===== config.mk =====
export PLATFORM = sky130hd
export DESIGN_NAME = fifo_out
export DESIGN_NICKNAME = d
export VERILOG_FILES = /design/src/rtl/alu_pkg.sv /design/src/rtl/d_ff_sync_en.sv /design/src/rtl/fifo_out.sv
export SDC_FILE = /design/constraint.sdc
export NUM_CORES = 1
export LEC_CHECK = 0
export BUFFER_PORTS_ARGS = -buffer_cell sky130_fd_sc_hd__buf_4
export CAP_MARGIN = 20
export CORE_UTILIZATION = 60
export CTS_CLUSTER_SIZE = 14
export DETAILED_ROUTE_END_ITERATION = 8
export GPL_ROUTABILITY_DRIVEN = 1
export HOLD_SLACK_MARGIN = 0.02
export PLACE_DENSITY = 0.8
export REMOVE_ABC_BUFFERS = 1
export SYNTH_ARGS = -nofsm -noshare
export SYNTH_HDL_FRONTEND = slang
export SYNTH_SLANG_ARGS = --single-unit

===== constraint.sdc =====
create_clock -name clk -period 8.59 [get_ports clk]
set_clock_uncertainty 0.2 [all_clocks]
set_input_delay 1.718 -clock clk [delete_from_list [all_inputs] [get_ports clk]]
set_output_delay 1.718 -clock clk [all_outputs]
set_load 0.005 [all_outputs]

===== src/rtl/alu_pkg.sv =====
// rtl/alu_pkg.sv - shared ALU constants: result entry layout and output FIFO geometry
package alu_pkg;

    localparam int ID_SIZE             = 8;
    localparam int DATA_SIZE           = 17;
    localparam int FIFO_OUT_WIDTH      = ID_SIZE + DATA_SIZE;
    localparam int FIFO_OUT_DEPTH      = 8;
    localparam int FIFO_OUT_ADDR_SIZE  = 3;

endpackage


===== src/rtl/d_ff_sync_en.sv =====
// rtl/d_ff_sync_en.sv - enabled register with synchronous active-high reset to RESET_VALUE
module d_ff_sync_en #(
    parameter int              SIZE        = 1,
    parameter logic [SIZE-1:0] RESET_VALUE = '0
) (
    input  logic            clk,
    input  logic            rst,
    input  logic            en,
    input  logic [SIZE-1:0] d,
    output logic [SIZE-1:0] q
);

    always_ff @(posedge clk) begin
        if (rst) begin
            q <= RESET_VALUE;
        end else if (en) begin
            q <= d;
        end
    end

endmodule


===== src/rtl/fifo_out.sv =====
// rtl/fifo_out.sv - show-ahead result FIFO between the ALU output control unit and the consumer
module fifo_out #(
    parameter int FIFO_OUT_WIDTH = alu_pkg::FIFO_OUT_WIDTH,
    parameter int DEPTH          = alu_pkg::FIFO_OUT_DEPTH,
    parameter int ADDR_SIZE      = alu_pkg::FIFO_OUT_ADDR_SIZE
) (
    input  logic                      clk,
    input  logic                      rst,
    input  logic                      w_en_out,
    input  logic [FIFO_OUT_WIDTH-1:0] fifo_res,
    output logic                      ready_f_res,
    input  logic                      r_en,
    output logic                      valid_f_out,
    output logic [FIFO_OUT_WIDTH-1:0] data_out,
    output logic [ADDR_SIZE:0]        count,
    output logic                      overflow,
    output logic                      underflow
);

    localparam logic [ADDR_SIZE:0] DEPTH_CNT = (ADDR_SIZE+1)'(DEPTH);

    logic [FIFO_OUT_WIDTH-1:0] mem [DEPTH];

    logic [ADDR_SIZE:0] wr_ptr;
    logic [ADDR_SIZE:0] rd_ptr;
    logic [ADDR_SIZE:0] count_next;
    logic               wr_acc;
    logic               rd_acc;
    logic               ovf_set;
    logic               unf_set;
    logic               ready_next;
    logic               valid_next;

    // Acceptance uses the registered flags, so a full/empty FIFO ignores the
    // blocked side even when the other side moves in the same cycle.
    assign wr_acc  = w_en_out && ready_f_res;
    assign rd_acc  = r_en && valid_f_out;
    assign ovf_set = w_en_out && !ready_f_res;
    assign unf_set = r_en && !valid_f_out;

    assign count_next = count + (ADDR_SIZE+1)'(wr_acc) - (ADDR_SIZE+1)'(rd_acc);
    assign ready_next = (count_next != DEPTH_CNT);
    assign valid_next = (count_next != '0);

    d_ff_sync_en #(.SIZE(ADDR_SIZE+1), .RESET_VALUE('0)) u_wr_ptr (
        .clk(clk), .rst(rst), .en(wr_acc),
        .d(wr_ptr + (ADDR_SIZE+1)'(1)), .q(wr_ptr)
    );

    d_ff_sync_en #(.SIZE(ADDR_SIZE+1), .RESET_VALUE('0)) u_rd_ptr (
        .clk(clk), .rst(rst), .en(rd_acc),
        .d(rd_ptr + (ADDR_SIZE+1)'(1)), .q(rd_ptr)
    );

    d_ff_sync_en #(.SIZE(ADDR_SIZE+1), .RESET_VALUE('0)) u_count (
        .clk(clk), .rst(rst), .en(1'b1), .d(count_next), .q(count)
    );

    d_ff_sync_en #(.SIZE(1), .RESET_VALUE(1'b1)) u_ready (
        .clk(clk), .rst(rst), .en(1'b1), .d(ready_next), .q(ready_f_res)
    );

    d_ff_sync_en #(.SIZE(1), .RESET_VALUE(1'b0)) u_valid (
        .clk(clk), .rst(rst), .en(1'b1), .d(valid_next), .q(valid_f_out)
    );

    d_ff_sync_en #(.SIZE(1), .RESET_VALUE(1'b0)) u_overflow (
        .clk(clk), .rst(rst), .en(ovf_set), .d(1'b1), .q(overflow)
    );

    d_ff_sync_en #(.SIZE(1), .RESET_VALUE(1'b0)) u_underflow (
        .clk(clk), .rst(rst), .en(unf_set), .d(1'b1), .q(underflow)
    );

    // Storage is not cleared by reset; a write coinciding with reset is dropped.
    always_ff @(posedge clk) begin
        if (!rst && wr_acc) begin
            mem[wr_ptr[ADDR_SIZE-1:0]] <= fifo_res;
        end
    end

    assign data_out = valid_f_out ? mem[rd_ptr[ADDR_SIZE-1:0]] : '0;

endmodule


==> impl_metrics.tcl <==
set metrics [dict create \
    clk_path_buf_depth 3 \
    start_util_pct 62.3 \
    max_slew_margin_pct 39.1 \
    cp_max_fo 50 \
    drive_gt1_share_pct 30.6 \
    stdcell_count 650 \
    syn_area_mm2 0.00835 \
    clock_latency_ps 480 \
    grt_antenna_before_repair 0 \
    hold_class "flip-flop to flip-flop" \
    remaining_drc_errors 0 \
    start_kind "flip-flop" \
    hold_viol 0 \
    nNetsFinal 493 \
    final_common_cell "edfxtp_1" \
    area_delta_synth_final_pct 16.7 \
    grt-ovfl-total 0 \
    synth_edf_count 200 \
    die_w_um 120 \
    die-area_mm2 0.0144 \
    power_leakage_nw 3.32 \
    power_density_mw_per_mm2 269 \
    grt_max_degree 51 \
    synth.distinct_cells 33 \
    ys_seq_area_share_pct 76.0 \
    io_buffers 61 \
    gp_congestion 0.752 \
    cap_violations 0 \
    totalWireLength_mm 15.1 \
    rsz0062_at_grt "false" \
    pin_count 62 \
    grt_pass1_vias 4319 \
    ys_ff_latch 217 \
    finalMaxSlewViolations 0 \
    synthArstFlopShare_pct 0 \
    root_buffer "clkbuf_16" \
    final_antenna_net_count 0 \
    setup_tns_ps 0 \
    avgSynthCellArea_um2 21.9 \
    yosysWarnings 0 \
    cts_setup_buffers 0 \
    tritoncts "yes" \
    num_rows 42 \
    avgRoutedWirePerCell_um 23.2 \
    min_period_ps 4490 \
    final_cell_mix "edfxtp_1, buf_4, mux4_2" \
    first_pass_iters 4 \
    cts_repair_resize_count 0 \
    dp.cells 610 \
    vias_per_cell 6.06 \
    clk_pin_slew_ps 60 \
    synthCells 381 \
    synthFlopType "edfxtp_1" \
    status "complete, no violations" \
    holdBufCountCts 0 \
    stdcell_area_mm2 0.00975 \
    criticalPathCategory "flip-flop to output pin" \
    whs_ps 293 \
    cts.sinks 217 \
    num-fill-cells 780 \
    grt_pass1_wl_mm 23.8 \
    dpl.hpwl_mm 8.36 \
    finalSetupViolations 0 \
    die_y_um 120 \
    core_mm2 0.0134 \
    fin_total_pwr_mw 2.62 \
    place_area_mm2 0.00902 \
    cp.arrival_ps 2580 \
    worstSetupEndpointType "output pin" \
    diodes 0 \
    fin_crit_sh_pct 52.3 \
    h-tree-depth 1 \
    vias 3936 \
    critPathRequiredTime_ps 6670 \
    max_freq_ghz 0.222 \
    ir_worst_vdd_v 0.000173 \
    grt_usage_pct 22.5 \
    cts_buffers 22 \
    tightest_slew_ps 914 \
    drt-initial-drc-count 331 \
]
-- kinds of logic (layout without fill, tap and decap cells) --
logic type,count (synthesis),in the layout,share of synthesized area [%]
adders and majority gates,6,6,0.988
AOI/OAI and AO/OA,36,36,3.40
xor gates and xnor gates,5,5,0.524
buffers and inverters,27,120,2.11
DFF,217,217,76.0
and+or+nand+nor,40,40,2.46
muxes,50,50,14.6
-- Yosys cell counts (2+ instances only) --
cell type	n	share of area, %
a22o_1	25	2.6
dfxtp_1	17	4.1
inv_1	7	0.31
buf_2	3	0.18
nand2b_1	2	0.15
mux4_2	26	7.0
nor4_1	2	0.15
mux4_1	24	7.5
ha_1	5	0.75
a21oi_1	7	0.42
buf_6	3	0.40
nor3_1	2	0.12
nor4b_1	2	0.21
nand3_1	5	0.30
nand2_1	7	0.31
clkbuf_1	10	0.45
nor2_1	12	0.54
edfxtp_1	200	72
buf_12	3	0.72
or2_2	2	0.15
xor2_1	4	0.42
nor2b_1	2	0.15
-- routing by layer --
layer	track usage [%]	share of wire, %	vias up
met5	0	0	-
met4	6.02	0.94	0
met3	4.23	7.1	13
met2	38.6	53	148
met1	29.7	39	2017
li1	-	-	1758
-- flip-flops by register name, summed over array words and instances (netlist names), named ones only --
register / flops
u_underflow.q: 1
mem: 200
u_ready.q: 1
u_rd_ptr.q: 3
u_wr_ptr.q: 3
u_overflow.q: 1
u_count.q: 4
u_valid.q: 1
-- through the flow --
stage	setup WS [ps]	util, %
global placement	4610	67.3
global route	3920	72.7
finish	4100	72.7
floorplan	3130	-
detailed placement	4590	67.3
CTS	4010	72.7
-- area by class of cell --
type / instances / area (um^2) / area share, %
Sequential cell: 217 / 6350 / 65.1
Multi-Input combinational cell: 137 / 1870 / 19.2
Clock buffer: 31 / 636 / 6.52
Timing Repair Buffer: 73 / 548 / 5.62
Tap cell: 176 / 220 / 2.26
Clock inverter: 9 / 93.8 / 0.963
Inverter: 7 / 26.3 / 0.270
-- final timing paths --
check               start      endpoint  slack [ps]  cells after the start
max             flip-flop   data_out[6]        4100                      4
min reg2reg  u_overflow.q  u_overflow.q         290                      2
min          u_overflow.q  u_overflow.q         290                      2
max reg2reg     u_ready.q    mem[2][18]        6010                      4
-- power breakdown --
group	leakage, nW	internal [mW]	switching, mW	total (mW)
combinational	1.02	0.239	0.212	0.452
clock	0.356	0.575	0.363	0.938
sequential	1.95	1.20	0.0262	1.23
total	3.32	2.02	0.602	2.62
-- worst max-delay path, cell delays in order (launching register included) --
cell and delay (ps):
dfxtp_2 310, buf_4 700, mux4_1 690, a22o_1 240
buf_4 140
No activity file was read; power rests on OpenSTA's default activity.
